[config.mk]
export PLATFORM = sky130hd
export DESIGN_NAME = decode_stage_flat
export DESIGN_NICKNAME = d
export VERILOG_FILES = /design/src/rtl/decode_stage_if.sv /design/src/rtl/decode_stage.sv /design/src/flat_wrapper.sv
export SDC_FILE = /design/constraint.sdc
export NUM_CORES = 1
export LEC_CHECK = 0
export CAP_MARGIN = 20
export CORE_ASPECT_RATIO = 0.7
export CORE_UTILIZATION = 25
export DETAILED_ROUTE_END_ITERATION = 10
export SLEW_MARGIN = 15
export SYNTH_ARGS = -nofsm -noshare
export SYNTH_HDL_FRONTEND = slang
export SYNTH_SLANG_ARGS = --single-unit
[constraint.sdc]
create_clock -name clk -period 3.92 [get_ports clk]
set_input_delay 0.392 -clock clk [delete_from_list [all_inputs] [get_ports clk]]
set_output_delay 0.392 -clock clk [all_outputs]
set_load 0.03 [all_outputs]
[src/rtl/decode_stage_if.sv]
// Fetch-to-decode and decode-to-execute channels of the decode stage.
interface decode_stage_if #(
    parameter int unsigned XLEN  = 32,
    parameter int unsigned REG_W = 5
);
    logic             in_valid;
    logic             in_ready;
    logic [31:0]      in_inst;
    logic [XLEN-1:0]  in_pc;

    logic             out_valid;
    logic             out_ready;
    logic [XLEN-1:0]  out_pc;
    logic [REG_W-1:0] out_rd;
    logic [REG_W-1:0] out_rs1;
    logic [REG_W-1:0] out_rs2;
    logic [2:0]       out_funct3;
    logic [6:0]       out_funct7;
    logic [XLEN-1:0]  out_imm;
    logic [2:0]       out_fmt;
    logic             out_rd_we;
    logic             out_illegal;

    // Producer of instructions / consumer of decoded entries
    modport master (
        output in_valid, in_inst, in_pc, out_ready,
        input  in_ready, out_valid, out_pc, out_rd, out_rs1, out_rs2,
               out_funct3, out_funct7, out_imm, out_fmt, out_rd_we, out_illegal
    );

    // Decode stage itself
    modport slave (
        input  in_valid, in_inst, in_pc, out_ready,
        output in_ready, out_valid, out_pc, out_rd, out_rs1, out_rs2,
               out_funct3, out_funct7, out_imm, out_fmt, out_rd_we, out_illegal
    );
endinterface

[src/rtl/decode_stage.sv]
// RV32 decode stage: combinational field/immediate decode into a 2-entry skid buffer.
module decode_stage #(
    parameter int unsigned XLEN  = 32,
    parameter int unsigned REG_W = 5
) (
    input  logic         clk,
    input  logic         rst_n,
    input  logic         flush,
    decode_stage_if.slave bus
);

    localparam logic [6:0] OP_R      = 7'b0110011;
    localparam logic [6:0] OP_IMM    = 7'b0010011;
    localparam logic [6:0] OP_LOAD   = 7'b0000011;
    localparam logic [6:0] OP_JALR   = 7'b1100111;
    localparam logic [6:0] OP_STORE  = 7'b0100011;
    localparam logic [6:0] OP_BRANCH = 7'b1100011;
    localparam logic [6:0] OP_LUI    = 7'b0110111;
    localparam logic [6:0] OP_AUIPC  = 7'b0010111;
    localparam logic [6:0] OP_JAL    = 7'b1101111;

    localparam logic [2:0] FMT_R    = 3'd0;
    localparam logic [2:0] FMT_I    = 3'd1;
    localparam logic [2:0] FMT_S    = 3'd2;
    localparam logic [2:0] FMT_B    = 3'd3;
    localparam logic [2:0] FMT_U    = 3'd4;
    localparam logic [2:0] FMT_J    = 3'd5;
    localparam logic [2:0] FMT_NONE = 3'd7;

    typedef struct packed {
        logic [XLEN-1:0]  pc;
        logic [REG_W-1:0] rd;
        logic [REG_W-1:0] rs1;
        logic [REG_W-1:0] rs2;
        logic [2:0]       funct3;
        logic [6:0]       funct7;
        logic [XLEN-1:0]  imm;
        logic [2:0]       fmt;
        logic             rd_we;
        logic             illegal;
    } entry_t;

    entry_t      dec;
    logic        use_rd, use_rs1, use_rs2, use_f3, use_f7;
    logic        idx_bad;
    logic [31:0] imm32;
    logic [31:0] inst;

    entry_t main_q, main_d, skid_q, skid_d;
    logic   main_v_q, main_v_d, skid_v_q, skid_v_d;
    logic   in_ready_q, in_ready_d;
    logic   in_xfer, out_xfer;

    assign inst = bus.in_inst;

    // Decode the incoming instruction; unused fields forced to zero
    always_comb begin
        dec     = '0;
        use_rd  = 1'b0;
        use_rs1 = 1'b0;
        use_rs2 = 1'b0;
        use_f3  = 1'b0;
        use_f7  = 1'b0;
        imm32   = '0;
        idx_bad = 1'b0;
        dec.fmt = FMT_NONE;
        unique case (inst[6:0])
            OP_R: begin
                dec.fmt = FMT_R;
                use_rd = 1'b1; use_rs1 = 1'b1; use_rs2 = 1'b1; use_f3 = 1'b1; use_f7 = 1'b1;
            end
            OP_IMM, OP_LOAD, OP_JALR: begin
                dec.fmt = FMT_I;
                use_rd = 1'b1; use_rs1 = 1'b1; use_f3 = 1'b1;
                imm32 = {{20{inst[31]}}, inst[31:20]};
            end
            OP_STORE: begin
                dec.fmt = FMT_S;
                use_rs1 = 1'b1; use_rs2 = 1'b1; use_f3 = 1'b1;
                imm32 = {{20{inst[31]}}, inst[31:25], inst[11:7]};
            end
            OP_BRANCH: begin
                dec.fmt = FMT_B;
                use_rs1 = 1'b1; use_rs2 = 1'b1; use_f3 = 1'b1;
                imm32 = {{19{inst[31]}}, inst[31], inst[7], inst[30:25], inst[11:8], 1'b0};
            end
            OP_LUI, OP_AUIPC: begin
                dec.fmt = FMT_U;
                use_rd = 1'b1;
                imm32 = {inst[31:12], 12'b0};
            end
            OP_JAL: begin
                dec.fmt = FMT_J;
                use_rd = 1'b1;
                imm32 = {{11{inst[31]}}, inst[31], inst[19:12], inst[20], inst[30:21], 1'b0};
            end
            default: begin
                dec.fmt     = FMT_NONE;
                dec.illegal = 1'b1;
            end
        endcase

        // Reduced register file: a used index above the file is illegal
        idx_bad = (REG_W < 5) && ((use_rd && inst[11]) || (use_rs1 && inst[19]) ||
                                  (use_rs2 && inst[24]));

        dec.pc      = bus.in_pc;
        dec.rd      = use_rd  ? inst[7  +: REG_W] : '0;
        dec.rs1     = use_rs1 ? inst[15 +: REG_W] : '0;
        dec.rs2     = use_rs2 ? inst[20 +: REG_W] : '0;
        dec.funct3  = use_f3  ? inst[14:12] : 3'b0;
        dec.funct7  = use_f7  ? inst[31:25] : 7'b0;
        dec.imm     = XLEN'($signed(imm32));
        dec.illegal = dec.illegal | idx_bad;
        dec.rd_we   = use_rd && (inst[11:7] != 5'd0) && !idx_bad;
    end

    assign in_xfer  = bus.in_valid && in_ready_q;
    assign out_xfer = main_v_q && bus.out_ready;

    // Skid buffer next state: main feeds outputs, skid catches the entry accepted during a stall
    always_comb begin
        main_d   = main_q;
        skid_d   = skid_q;
        main_v_d = main_v_q;
        skid_v_d = skid_v_q;
        if (flush) begin
            main_v_d = 1'b0;
            skid_v_d = 1'b0;
        end else if (!main_v_q || out_xfer) begin
            if (skid_v_q) begin
                main_d   = skid_q;
                main_v_d = 1'b1;
                skid_v_d = 1'b0;
            end else begin
                main_v_d = in_xfer;
                if (in_xfer) begin
                    main_d = dec;
                end
            end
        end else if (in_xfer) begin
            skid_d   = dec;
            skid_v_d = 1'b1;
        end
        in_ready_d = !skid_v_d;
    end

    // Buffer registers
    always_ff @(posedge clk or negedge rst_n) begin
        if (!rst_n) begin
            main_q     <= '0;
            skid_q     <= '0;
            main_v_q   <= 1'b0;
            skid_v_q   <= 1'b0;
            in_ready_q <= 1'b1;
        end else begin
            main_q     <= main_d;
            skid_q     <= skid_d;
            main_v_q   <= main_v_d;
            skid_v_q   <= skid_v_d;
            in_ready_q <= in_ready_d;
        end
    end

    assign bus.in_ready    = in_ready_q;
    assign bus.out_valid   = main_v_q;
    assign bus.out_pc      = main_q.pc;
    assign bus.out_rd      = main_q.rd;
    assign bus.out_rs1     = main_q.rs1;
    assign bus.out_rs2     = main_q.rs2;
    assign bus.out_funct3  = main_q.funct3;
    assign bus.out_funct7  = main_q.funct7;
    assign bus.out_imm     = main_q.imm;
    assign bus.out_fmt     = main_q.fmt;
    assign bus.out_rd_we   = main_q.rd_we;
    assign bus.out_illegal = main_q.illegal;

endmodule

[src/flat_wrapper.sv]
// flat-port wrapper written by rule: the top's interface ports become plain ports
module decode_stage_flat 
#(
    parameter int unsigned XLEN  = 32,
    parameter int unsigned REG_W = 5
)
  (clk, rst_n, flush, bus_in_valid, bus_in_inst, bus_in_pc, bus_out_ready, bus_in_ready, bus_out_valid, bus_out_pc, bus_out_rd, bus_out_rs1, bus_out_rs2, bus_out_funct3, bus_out_funct7, bus_out_imm, bus_out_fmt, bus_out_rd_we, bus_out_illegal);
  decode_stage_if #(.XLEN(XLEN), .REG_W(REG_W)) bus_i ();
  input  logic clk;
  input  logic rst_n;
  input  logic flush;
  input wire logic [$bits(bus_i.in_valid)-1:0] bus_in_valid;
  input wire logic [$bits(bus_i.in_inst)-1:0] bus_in_inst;
  input wire logic [$bits(bus_i.in_pc)-1:0] bus_in_pc;
  input wire logic [$bits(bus_i.out_ready)-1:0] bus_out_ready;
  output wire logic [$bits(bus_i.in_ready)-1:0] bus_in_ready;
  output wire logic [$bits(bus_i.out_valid)-1:0] bus_out_valid;
  output wire logic [$bits(bus_i.out_pc)-1:0] bus_out_pc;
  output wire logic [$bits(bus_i.out_rd)-1:0] bus_out_rd;
  output wire logic [$bits(bus_i.out_rs1)-1:0] bus_out_rs1;
  output wire logic [$bits(bus_i.out_rs2)-1:0] bus_out_rs2;
  output wire logic [$bits(bus_i.out_funct3)-1:0] bus_out_funct3;
  output wire logic [$bits(bus_i.out_funct7)-1:0] bus_out_funct7;
  output wire logic [$bits(bus_i.out_imm)-1:0] bus_out_imm;
  output wire logic [$bits(bus_i.out_fmt)-1:0] bus_out_fmt;
  output wire logic [$bits(bus_i.out_rd_we)-1:0] bus_out_rd_we;
  output wire logic [$bits(bus_i.out_illegal)-1:0] bus_out_illegal;
  assign bus_i.in_valid = bus_in_valid;
  assign bus_i.in_inst = bus_in_inst;
  assign bus_i.in_pc = bus_in_pc;
  assign bus_i.out_ready = bus_out_ready;
  assign bus_in_ready = bus_i.in_ready;
  assign bus_out_valid = bus_i.out_valid;
  assign bus_out_pc = bus_i.out_pc;
  assign bus_out_rd = bus_i.out_rd;
  assign bus_out_rs1 = bus_i.out_rs1;
  assign bus_out_rs2 = bus_i.out_rs2;
  assign bus_out_funct3 = bus_i.out_funct3;
  assign bus_out_funct7 = bus_i.out_funct7;
  assign bus_out_imm = bus_i.out_imm;
  assign bus_out_fmt = bus_i.out_fmt;
  assign bus_out_rd_we = bus_i.out_rd_we;
  assign bus_out_illegal = bus_i.out_illegal;
  decode_stage #(.XLEN(XLEN), .REG_W(REG_W)) u_core (.clk(clk), .rst_n(rst_n), .flush(flush), .bus(bus_i));
endmodule
# After elaboration in Yosys (flattened, before gate mapping)
# Index checks and enable logic that the tools add are counted.
[classes]
eq_ne = 9
bitwise = 2
n_mux = 20
n_reduce_logical = 17
[op_table]
columns = ["operator", "n"]
rows = [
  ["$mux W94", 2],
  ["$pmux W32 S5", 1],
  ["$eq A7 B6 Y1 const B", 3],
  ["$eq A7 B7 Y1 const B", 3],
  ["$pmux W3 S6", 1],
  ["$mux W5", 3],
  ["$eq A7 B5 Y1 const B", 2],
  ["$mux W1", 11],
  ["$reduce_or A9 Y1", 1],
  ["$eq A7 B2 Y1 const B", 1],
  ["$mux W7", 1],
  ["$reduce_or A7 Y1", 1],
  ["$reduce_and A3 Y1", 2],
  ["$reduce_or A3 Y1", 2],
  ["$reduce_or A6 Y1", 1],
  ["$reduce_bool A5 Y1", 1],
  ["$reduce_bool A2 Y1", 2],
  ["$logic_and A1 B1 Y1", 3],
  ["$mux W3", 1],
  ["$logic_not A1 Y1", 2],
  ["$not A1 Y1", 2],
  ["$reduce_or A2 Y1", 1],
  ["$logic_or A1 B1 Y1", 1],
]
[word_totals]
output_inout_bits = 96
reg_bits = 191

# Logic depth before layout (Yosys ltp)
[logic_depth]
ltp_word = 6
ltp_mapped = 8
ltp_nobuf = 4

# Least setup slack after synthesis
# Ideal clock, no wire load.
[synth_timing]
path_type = "reg2reg"
start = "reg u_core.main_v_q, in the netlist u_core.bus.out_valid"
end = "reg u_core.main_q, in the netlist u_core.bus.out_imm[1]"
t_required_ns = 3.781
t_arrival_ns = 1.631
setup_slack_ns = 2.150
n_path_buf = 3
period_less_slack_ns = 1.770
path_stages_with_launch = 8
path_cell_list = "dfrtp_1 nor2b_1 or3_1 buf_2 buf_2 buf_2 nand2_1 o211ai_1"
[synth_between]
elab_chain_len = 3
elab_cells_between_ends = 4
cone_classes = "4 x reduce/logical"
[synth_lines]
columns = ["item", "line", "source"]
rows = [
  ["start: declaration", "decode_stage.sv:50", "logic main_v_q, main_v_d, skid_v_q, skid_v_d;"],
  ["start signal: assignment", "decode_stage.sv:159", "main_v_q <= main_v_d;"],
  ["$logic_not A1 Y1 or $logic_and A1 B1 Y1 (tied branches)", "decode_stage.sv:130, decode_stage.sv:119", ""],
  ["$logic_or A1 B1 Y1 (*)", "decode_stage.sv:130", "end else if (!main_v_q || out_xfer) begin"],
  ["$reduce_and A3 Y1 (no source line) (*)", "-", ""],
  ["end signal: assignment", "decode_stage.sv:157", "main_q <= main_d;"],
  ["end: declaration", "decode_stage.sv:49", "entry_t main_q, main_d, skid_q, skid_d;"],
]
# Every way passes the cells marked *; elsewhere a longest branch is shown, timed or not.
# A chain may end at the register's enable or synchronous reset.

# Worst setup path after layout
[layout_timing]
start = "reg u_core.main_v_q, in the netlist u_core.bus.out_valid"
end = "reg u_core.main_q, in the netlist u_core.bus.out_imm[21]"
# Same word-level chain as after synthesis.

==> impl_metrics.tcl <==
set metrics [dict create \
    status "finished, final reports clean" \
    via_per_inst 4.74 \
    r2r_cells 5 \
    cp_slowest_cell "nor2_1" \
    cts_tree "built" \
    synth_edf_count 0 \
    grt_overflow 0 \
    drt_iter0_drc 562 \
    path_class "reg -> reg" \
    synth_seq_cells 191 \
    startpoint_type "flop" \
    worst_ep_required_time_ns 4.19 \
    drc_errors 0 \
    fin_util_pct 33.3 \
    grt_pass1_vias 6516 \
    synthCells 863 \
    place_ws_ns 1.06 \
    die_w_um 222 \
    timing.rr.end "u_core.bus.out_imm[21]$_DFFE_PN0P_" \
    setup_viol 0 \
    wirelength_mm 26.2 \
    grt_busiest_layer "met1" \
    core_um2 33400 \
    drive_gt1_share_pct 6.75 \
    hold-worst-slack_ns 0.475 \
    hp-start "u_core.skid_q[93]$_DFFE_PN0P_" \
    syn_area_um2 8490 \
    synth_cell_types 56 \
    clock.fmax_ghz 0.409 \
    setup_ws_ns 1.48 \
    hp-class "reg -> reg" \
    p_leak_nw 4.55 \
    htree_levels 4 \
    clk_latency_ns 0.45 \
    p_sw_share_pct 31.4 \
    combPwrFrac_pct 21.5 \
    intPower_mw 3.63 \
    rsz0062_at_grt "false" \
    hold_violations 0 \
    row_count 56 \
    ys_warn_count 0 \
    use_met1_pct 23.3 \
    cp_cell_sequence "nor2b_1 -> buf_4 -> or3_4 -> nor2_1 -> a31oi_1" \
    dp_hpwl_mm 17.3 \
    min_path_cells 2 \
    end_kind "flop" \
    critPathMaxStageDelay_ns 0.72 \
    ir_drop_uv 236 \
    avgSynthCellArea_um2 9.84 \
    power_density_nw_per_um2 476 \
    antenna_cells 0 \
    synth.largest_area_cell "dfrtp_1" \
    synth_common_cells "225 x nand2_1, 190 x dfrtp_1, 81 x o21ai_0" \
    arrival_ns 2.72 \
    hold_path_end "u_core.skid_q[93]$_DFFE_PN0P_" \
    synthTopCellsByArea "dfrtp_1 56%, nand2_1 9.9%, o21ai_0 4.8%, mux2i_1 3.9%, o211ai_1 3.9%" \
    crit_start "u_core.bus.out_valid$_DFFE_PN0N_" \
    place.gp.congestion 0.762 \
    numPortBuffers 164 \
    vias 6842 \
    grt_max_degree 90 \
    grt_use_met2_pct 21.4 \
    antenna_found_initial 0 \
    postRouteAntennaNets 0 \
    area_growth_pct 31.0 \
    max_slew_margin_pct 37.7 \
    fill_cells 3404 \
    grt_use_total_pct 15.4 \
    yosysSeqAreaShare_pct 56.3 \
    numCtsBuffers 17 \
    yosysMostFrequentCell "nand2_1" \
    drv_slew 0 \
    area.sequential_um2 4780 \
    wl_per_cell_um 18.2 \
    r2r_start "u_core.bus.out_valid$_DFFE_PN0N_" \
    seq_power_share_pct 44.9 \
    synth_top_area_share_pct 56.0 \
    final_nets 1064 \
    cp_max_fo 46 \
    die_h_um 156 \
    cts.clk_slew.worst_paths_ns 0.07 \
    cts-root-buf "clkbuf_16" \
    firstDrtPassIters 5 \
    max_cap_viol_count 0 \
    clkPwrFrac_pct 33.6 \
    clock_sinks 191 \
    synthArstFlopShare_pct 100 \
    finalClockSkew_ns 0.0172 \
    synth_ff_type "dfrtp_1" \
    die_area_um2 34700 \
    multi_input_area_um2 3400 \
    r2r_slack_ns 1.48 \
    use_met3_pct 4.05 \
    ios 165 \
    grt_pass1_wl_mm 40.5 \
    fin_crit_sh_pct 62.3 \
    finalSetupTns_ns 0 \
    cts.path.max_buffers 2 \
    period_minus_slack_ns 2.44 \
    initial_core_util_pct 25.4 \
    power_switching_mw 1.66 \
    tightest_slew_ns 0.928 \
    synth_nets 932 \
]
sequential cells by signal, summed over array words and instances (netlist names), 3 cells and up:
register               count
u_core.bus.out_funct3      3
u_core.bus.out_rs1         5
u_core.bus.out_fmt         3
u_core.bus.out_imm        32
u_core.bus.out_rs2         5
u_core.bus.out_pc         32
u_core.bus.out_rd          5
u_core.skid_q             94
u_core.bus.out_funct7      7
metrics by stage:
stage | instance area, um2 | total power, mW | instances
after floorplan | 8490 | 3.00 | 863
after CTS | 11100 | 5.38 | 1442
after detailed placement | 10500 | 3.57 | 1410
after global routing | 11100 | 5.58 | 1442
after global placement | 10500 | 3.55 | 1410
final | 11100 | 5.29 | 1442
what timing repair did:
item                                   4_1_cts  5_1_grt
endpoints found under the hold margin       65        0
hold buffers                                 1        0
resized for setup                            0        0
buffers inserted                             0        0
cell type report:
class / count / share of cell area [%]
clock buffers: 20 / 4.20
clock inverters: 11 / 1.10
inverters: 2 / 0.0675
multi-input cells: 602 / 30.6
flip-flops and latches: 191 / 43.0
well taps: 435 / 4.90
repair buffers: 181 / 16.1
per-layer routing:
metal | vias up | wire [um] | part of all wire [%]
li1 | 3296 | - | -
met3 | 14 | 1430 | 5.5
met1 | 3345 | 13500 | 52
met4 | 0 | 222 | 0.85
met2 | 187 | 11100 | 42
met5 | - | 0 | 0
power by group through the flow:
stage | registers [mW] | clock network, mW | logic, mW
final | 2.38 | 1.78 | 1.14
after detailed placement | 2.42 | 0 | 1.15
after floorplan | 2.67 | 0 | 0.328
after global routing | 2.42 | 1.93 | 1.23
after CTS | 2.38 | 1.85 | 1.15
after global placement | 2.41 | 0 | 1.14
worst max-delay path, delay by kind of cell (launching register included):
family	cells	cell delay, ns
buffers and inverters	1	0.20
flip-flops	1	0.38
AND/OR/NAND/NOR	3	1.49
AO/OA/AOI/OAI	1	0.19
logic make-up after synthesis:
logic type | Yosys count | synth area share [%]
buffers and inverters | 70 | 3.79
DFF | 191 | 56.3
and+or+nand+nor | 340 | 18.1
muxes | 34 | 4.02
AOI/OAI and AO/OA | 228 | 17.8
how the worst max path moves through the flow:
stage                     cells past startpoint  slack [ns]                                  to
final                                         5        1.48  u_core.bus.out_imm[21]$_DFFE_PN0P_
after floorplan                               7        2.15   u_core.bus.out_imm[1]$_DFFE_PN0P_
after global routing                          5        1.30  u_core.bus.out_imm[14]$_DFFE_PN0P_
after CTS                                     5        1.48  u_core.bus.out_imm[21]$_DFFE_PN0P_
after detailed placement                      6        1.06       u_core.skid_q[28]$_DFFE_PN0P_
after global placement                        6        1.06       u_core.skid_q[56]$_DFFE_PN0P_
cell usage in the layout, fill, tap and decap left out, types with 3 or more instances in the layout:
master,synthesis,final
a211oi_1,10,10
nand2_1,225,224
nor4_1,11,11
clkdlybuf4s50_1,0,163
a22oi_1,4,4
o21bai_1,11,11
clkinv_4,0,3
dfrtp_1,190,189
nand2b_1,3,3
clkbuf_16,0,17
nor2b_1,3,3
and3b_1,3,3
a21oi_1,20,20
buf_4,2,15
o21ai_0,81,81
nor2_1,39,39
o21a_1,9,9
nand4_1,5,5
inv_8,0,3
mux2i_1,33,33
a221oi_1,7,7
a22o_1,12,12
o211ai_1,44,44
a31oi_1,11,11
nor3_1,13,12
clkbuf_8,0,4
nand3_1,18,18
o21ai_1,8,8
Note: power is estimated with default switching activity, not from simulation.
